**src/rtl/serial_subtractor_ctrl.sv**
```systemverilog
// Bit-serial WIDTH-bit subtractor: one subtract cell, LSB first, start/done handshake.
// Optional zero flag output when SERIAL_SUB_ZERO_FLAG_EN is defined.
module serial_subtractor_ctrl #(
    parameter int WIDTH = 8
) (
    input  logic             clk,
    input  logic             rst,
    input  logic             start,
    input  logic [WIDTH-1:0] a,
    input  logic [WIDTH-1:0] b,
    output logic             busy,
    output logic             done,
    output logic [WIDTH-1:0] diff,
    output logic             bout
`ifdef SERIAL_SUB_ZERO_FLAG_EN
    ,
    output logic             zero
`endif
);

    localparam int CW = $clog2(WIDTH);
    localparam logic [CW-1:0] LAST = CW'(WIDTH - 1);

    typedef enum logic [1:0] {
        IDLE  = 2'd0,
        SHIFT = 2'd1,
        DONE  = 2'd2
    } state_t;

    state_t state_q, state_d;

    logic [WIDTH-1:0] a_q, a_d;
    logic [WIDTH-1:0] b_q, b_d;
    // R keeps only the bits still in flight; the newest bit completes it.
    logic [WIDTH-2:0] r_q, r_d;
    logic             br_q, br_d;
    logic [CW-1:0]    cnt_q, cnt_d;
    logic [WIDTH-1:0] diff_q, diff_d;
    logic             bout_q, bout_d;
`ifdef SERIAL_SUB_ZERO_FLAG_EN
    logic             nz_q, nz_d;
    logic             zero_q, zero_d;
`endif

    logic             bit_d;
    logic             br_nx;
    logic [WIDTH-1:0] r_full;
    logic             last;

    // One subtract cell and the assembled result word.
    always_comb begin
        bit_d  = a_q[0] ^ b_q[0] ^ br_q;
        br_nx  = (~a_q[0] & b_q[0]) | (~(a_q[0] ^ b_q[0]) & br_q);
        r_full = {bit_d, r_q};
        last   = (cnt_q == LAST);
    end

    // State register.
    always_ff @(posedge clk) begin
        if (rst) state_q <= IDLE;
        else     state_q <= state_d;
    end

    // Next-state logic.
    always_comb begin
        state_d = state_q;
        unique case (state_q)
            IDLE:    if (start) state_d = SHIFT;
            SHIFT:   if (last)  state_d = DONE;
            DONE:    state_d = IDLE;
            default: state_d = IDLE;
        endcase
    end

    // Datapath next values: capture, shift, and result load.
    always_comb begin
        a_d    = a_q;
        b_d    = b_q;
        r_d    = r_q;
        br_d   = br_q;
        cnt_d  = cnt_q;
        diff_d = diff_q;
        bout_d = bout_q;
`ifdef SERIAL_SUB_ZERO_FLAG_EN
        nz_d   = nz_q;
        zero_d = zero_q;
`endif
        unique case (state_q)
            IDLE: begin
                if (start) begin
                    a_d   = a;
                    b_d   = b;
                    r_d   = '0;
                    br_d  = 1'b0;
                    cnt_d = '0;
`ifdef SERIAL_SUB_ZERO_FLAG_EN
                    nz_d  = 1'b0;
`endif
                end
            end
            SHIFT: begin
                a_d  = a_q >> 1;
                b_d  = b_q >> 1;
                r_d  = r_full[WIDTH-1:1];
                br_d = br_nx;
`ifdef SERIAL_SUB_ZERO_FLAG_EN
                nz_d = nz_q | bit_d;
`endif
                if (last) begin
                    diff_d = r_full;
                    bout_d = br_nx;
`ifdef SERIAL_SUB_ZERO_FLAG_EN
                    zero_d = ~(nz_q | bit_d);
`endif
                end else begin
                    cnt_d = cnt_q + 1'b1;
                end
            end
            default: ;
        endcase
    end

    // Datapath registers.
    always_ff @(posedge clk) begin
        if (rst) begin
            a_q    <= '0;
            b_q    <= '0;
            r_q    <= '0;
            br_q   <= 1'b0;
            cnt_q  <= '0;
            diff_q <= '0;
            bout_q <= 1'b0;
`ifdef SERIAL_SUB_ZERO_FLAG_EN
            nz_q   <= 1'b0;
            zero_q <= 1'b0;
`endif
        end else begin
            a_q    <= a_d;
            b_q    <= b_d;
            r_q    <= r_d;
            br_q   <= br_d;
            cnt_q  <= cnt_d;
            diff_q <= diff_d;
            bout_q <= bout_d;
`ifdef SERIAL_SUB_ZERO_FLAG_EN
            nz_q   <= nz_d;
            zero_q <= zero_d;
`endif
        end
    end

    // Outputs decoded from state and result registers.
    always_comb begin
        busy = (state_q == SHIFT);
        done = (state_q == DONE);
        diff = diff_q;
        bout = bout_q;
`ifdef SERIAL_SUB_ZERO_FLAG_EN
        zero = zero_q;
`endif
    end

endmodule

```
**config.mk**
```make
export PLATFORM = sky130hd
export DESIGN_NAME = serial_subtractor_ctrl
export DESIGN_NICKNAME = d
export VERILOG_FILES = /design/src/rtl/serial_subtractor_ctrl.sv
export SDC_FILE = /design/constraint.sdc
export NUM_CORES = 1
export LEC_CHECK = 0
export BUFFER_PORTS_ARGS = -buffer_cell sky130_fd_sc_hd__buf_2
export CORE_MARGIN = 1.5
export CORE_UTILIZATION = 45
export DETAILED_ROUTE_END_ITERATION = 6
export PLACE_DENSITY = 0.67
export SYNTH_ARGS = -nofsm -noshare
export SYNTH_HDL_FRONTEND = slang
export SYNTH_SLANG_ARGS = --single-unit
```
**constraint.sdc**
```tcl
create_clock -name clk -period 3.06 [get_ports clk]
set_clock_uncertainty 0.2 [all_clocks]
set_input_delay 0.612 -clock clk [delete_from_list [all_inputs] [get_ports clk]]
set_output_delay 0.612 -clock clk [all_outputs]
set_load 0.02 [all_outputs]
```
* Word level (Yosys, flattened, before mapping)
Cells that the tools add are included.
Storage, ports and cells: flip-flop bits (word level) 38, latch bits 0, bits in writable memories 0, bits in read-only memories 0, bits of input ports 19, logic and storage cells 42, memories 0
Operators by class: $add $sub $neg 1, multiply operators 0, divide/modulo/power cells 0, $lt $le $gt $ge 0, equal/unequal tests 6, shift operators 0, muxes and demuxes 14, bitwise gates (word level) 7, reduce and logical (&&, ||, !) cells 6
Operators with widths (number):
- case mux 8 bit (2 select lines) | 2
- 2-to-1 mux 8 bit | 2
- case mux 7 bit (2 select lines) | 1
- 2-to-1 mux 7 bit | 1
- 2-to-1 mux 3 bit | 2
- case mux 3 bit (2 select lines) | 1
- AND reduction 2 bit | 3
- 2-to-1 mux 2 bit | 2
- != test 2 bit (second input constant) | 2
- case mux 2 bit (2 select lines) | 1
- adder 3 x 1 -> 3 bit (second input constant) | 1
- == test 3 bit (second input constant) | 1
- AND reduction 3 bit | 1
- AND 1 bit | 2
- == test 2 x 1 -> 1 bit (second input constant) | 1
- == test 2 bit (second input constant) | 1
- logical NOT 2 bit | 1
- != test 2 x 1 -> 1 bit (second input constant) | 1
- NOT 1 bit | 2
- case mux 1 bit (2 select lines) | 1
- nonzero test 2 bit | 1
- bitwise XOR 1 bit | 2
- 2-to-1 mux 1 bit | 1
- bitwise OR 1 bit | 1

* Logic depth before layout (Yosys ltp)
depth after elaboration 5, mapped depth 6, depth with buffers taken out 5

* Least setup slack after synthesis
OpenSTA, ideal clock, no wires.
kind register to output, start point register state_q[0], end point output port done, data arrival time 946 ps, path slack 1302 ps, stages on the path, launching flop included 4, path through dfxtp_1 > buf_4 > buf_2 > nor2b_1
On the way: cells in the longest elaborated chain, start to end 1
RTL lines:
- start: declaration | RTL line 30 | state_t state_q, state_d;
- start signal: assignment | RTL line 61 | else state_q <= state_d;
- == test 2 bit | RTL line 155 | done = (state_q == DONE);
- end: declaration | RTL line 12 | output logic done,
Every way passes these cells.

* Worst setup path after layout
start point register state_q[1], end point output port busy
On the way: cells in the longest elaborated chain, start to end 1
RTL lines:
- == test 2 x 1 -> 1 bit | RTL line 154 | busy = (state_q == SHIFT);
- end: declaration | RTL line 11 | output logic busy,
Every way passes these cells.

==> run summary <==
The flow ran to the end, and the final reports show no timing, DRC or antenna violations. The CTS tree is built. The power per cell area is between 500 and 600 nW/um^2. The instance count of the mapped netlist came out at 182. The maximum number of pins on one net before global-route repair is 39. Across all layers, the routed design uses approximately 1.3k vias.

The count of buffers from port buffering is 29. In this run the horizontal extent of the chip is 63.90 um. The iteration count of the initial detailed-routing pass came out at 4. The number of antenna violations at the first check in global routing came out at 0. The total I/O pin count is 30. The vertical die dimension is approximately 64 um.

sky130_fd_sc_hd__dfxtp_1 takes more of the synthesized area than any other cell. Each instance of the synthesized netlist takes up on average 9.171 sq um. The number of placed cells counting well taps is about 240.

The final count of pins violating max slew was 0. At the worst endpoint, the arrival time is 1.60 ns. The tightest slew margin relative to the limit is 0.4822. The number of synthesized register bits is 38. The most used flip-flop cell after synthesis is sky130_fd_sc_hd__dfxtp_1. Once placement finished, the instance area stood at about 1800 sq um. The clock slew at the register clock pins of the worst setup and hold paths came out at approximately 0.070 ns. The filler-free cell count of the finished design came out at 250. The later pin in the worst-skew pair is clocked with a latency of a little under 0.3 ns. The floorplan core area came out at 3442 sq um. The sequential cell area fraction in the yosys report came out at 0.4558. The element type at the critical path start is a flip-flop. Dividing the detail-routed via count by the number of cells gives around 5.3.

The number of nets in the synthesized netlist is between 200 and 250. Once detail routing completed, the nets flagged for antenna violations numbered 0. Timing would allow up to 0.4142 GHz.

The net count reported at finish came out at 226. The number of max-cap violations is 0. Setup total negative slack on the finished layout was measured at 0 ns.

By area the synthesized netlist is led by sky130_fd_sc_hd__dfxtp_1 (46%), sky130_fd_sc_hd__mux2i_1 (7.2%), sky130_fd_sc_hd__a211oi_2 (6.7%). The slew at the pin with the worst max-slew slack came out at about 0.78 ns. Among all cell types in the netlist, the one instantiated most often is sky130_fd_sc_hd__dfxtp_1. The via count of the first global-routing pass came out at between 1k and 1.5k.

The share of the synthesized area in the top cell type is 0.4558. The highest fanout seen on the critical path came out at 18. Ranked by instance count, the synthesized netlist is headed by sky130_fd_sc_hd__dfxtp_1 (38), sky130_fd_sc_hd__nor2_1 (27), sky130_fd_sc_hd__a21oi_1 (18). The worst vdd rail ir drop is 274.1 uV. The global-route usage over all layers is 0.1779.

The root cell of the clock tree is sky130_fd_sc_hd__clkbuf_8. The last weighted congestion value of the routability-driven placer came out at a little under 0.7. The number of library cell types mapped by synthesis is 29. In the finished design, the share of the clock period the worst path needs comes to 0.7889. The number of levels the H-tree was split into came out at 2. Counting every sink on the clock net gives 38. The critical path required time came out at ~2.3 ns. The count of standard-cell rows is 21. The slowest stage of the critical path belongs to the cell sky130_fd_sc_hd__dfxtp_1.

The post-synthesis instance area came out at roughly 1700 sq um. The final routed wire length divided by cell count is 13.16 um. The clock passes through at most 2 buffers.

Setup repair after global routing left no endpoint under its margin. The total count of hold-check failures in the final report came out at 0. The worst setup path is captured at an output pin. 0 antenna diodes ended up in the layout. The shortest clock period the worst path allows after layout is ~2.4 ns. Post-CTS repair changed the size of 0 cells. Counting the buffers created by CTS gives 5. The total length of routed wires is between 3000 and 4000 um. Measured on the finished design, the core utilization comes to 0.5442. Timing analysis after detailed placement gives a worst setup slack of between 0.9 and 1 ns. The DRC violation count after routing is 0.

The critical setup path kind is reg2out. The setup violation total in the final timing report came out at 0. The area enclosed by the die boundary is just over 4000 sq um.

The post-synthesis to final-layout area growth is 12.22%. The total overflow left after global routing is 0. The leakage component of the power is around 0.75 nW. The number of enable-type register cells in the synthesized netlist came out at 0. The tightest min-delay check is of the reg2reg type. The synthesis warning total is 0. The number of violations reported at the end of detailed-routing iteration 0 is between 60 and 70. The finished cells cover around 1900 sq um.

The proportion of register bits with asynchronous set or reset after synthesis came out at 0. The worst-case register-to-register setup slack is between 1 and 1.5 ns. The post-CTS setup buffer count is 0. For this configuration, the core starts out at a cell density of 0.4849.

Buffers inserted to repair hold after CTS numbered 0. The global-route wire length before repair is between 5000 and 6000 um. The half-perimeter wire length after detailed placement is ~2300 um. The largest single stage delay on the critical path is approximately 0.65 ns.

The ratio of cells with drive above 1 in the final layout is 0.2549. Across all setup checks in the final design, the least slack found is around 0.65 ns. The critical path goes through nand2b_2, inv_2, buf_2.
power by group:
part / internal, mW / switching [mW] / leakage [nW]
registers: 0.517 / 0.0168 / 0.311
clock network: 0.153 / 0.163 / 0.0438
logic: 0.0480 / 0.0620 / 0.396
through the flow:
stage,hold WS (ns),power (mW)
2_1_floorplan,0.2433,0.6310
3_3_place_gp,0.2406,0.6477
3_5_place_dp,0.2435,0.6553
4_1_cts,0.2531,0.9664
5_1_grt,0.2812,1.009
6_report,0.2522,0.9593
flip-flops by register name, summed over array words and instances, names as in the netlist:
| signal | count |
|---|---|
| cnt_q | 3 |
| r_q | 7 |
| a_q | 8 |
| b_q | 8 |
| state_q | 2 |
| bout | 1 |
| br_q | 1 |
| diff | 8 |
placed cells by master (no fill, tap or decap), types with 2 or more instances in the layout:
cell type                  count
sky130_fd_sc_hd__nand3_1      12
sky130_fd_sc_hd__buf_2        29
sky130_fd_sc_hd__o21ai_0       2
sky130_fd_sc_hd__a22oi_1       7
sky130_fd_sc_hd__nand2_1      11
sky130_fd_sc_hd__ha_1          2
sky130_fd_sc_hd__o221a_2       3
sky130_fd_sc_hd__inv_1         7
sky130_fd_sc_hd__mux2i_1      12
sky130_fd_sc_hd__clkbuf_8      5
sky130_fd_sc_hd__a211oi_2      9
sky130_fd_sc_hd__clkinv_2      2
sky130_fd_sc_hd__a211oi_1      2
sky130_fd_sc_hd__a21oi_1      18
sky130_fd_sc_hd__nand3b_1      3
sky130_fd_sc_hd__a31oi_1       3
sky130_fd_sc_hd__dfxtp_1      38
sky130_fd_sc_hd__nor2_1       27
sky130_fd_sc_hd__nor2b_1       2
worst max-delay path, delay by kind of cell (launching register included):
kind                   cells  cell delay, ns
flip-flops                 1            0.65
buffers and inverters      2            0.34
AND/OR/NAND/NOR            1            0.31
worst paths after layout:
kind / start / endpoint / depth (start not counted)
min reg2reg: diff[4]$_SDFFE_PP0P_ / diff[4]$_SDFFE_PP0P_ / 2
min: diff[4]$_SDFFE_PP0P_ / diff[4]$_SDFFE_PP0P_ / 2
max reg2reg: cnt_q[0]$_SDFFE_PP0P_ / diff[0]$_SDFFE_PP0P_ / 5
max: state_q[1]$_SDFFE_PP0P_ / busy / 3
cells by family (layout without fill, tap and decap cells):
kind of cell               Yosys count  after routing  share of synthesized area
and+or+nand+nor                     58             58                     0.1559
AOI/OAI and AO/OA                   48             48                     0.2204
buffers and inverters               23             45                    0.06897
muxes                               12             12                    0.07197
DFF                                 38             38                     0.4558
adders and majority gates            3              3                    0.02698
metal layers:
| layer | share of wire | wire length, um | global-route usage |
|---|---|---|---|
| met5 | 0 | 0 | 0 |
| met4 | 0.014 | 46 | 0.06522 |
| met3 | 0.041 | 136 | 0.05106 |
| met2 | 0.48 | 1588 | 0.3125 |
| met1 | 0.46 | 1519 | 0.2036 |
area by class of cell:
cell class | instances | area [sq um]
multi-input cells | 121 | 793.3
clock inverters | 2 | 10.01
inverters | 8 | 30.03
fillers | 327 | 1569
well taps | 46 | 57.56
repair buffers | 30 | 152.6
clock buffers | 5 | 68.82
flip-flops and latches | 38 | 760.7
Note: power is estimated with default switching activity, not from simulation.
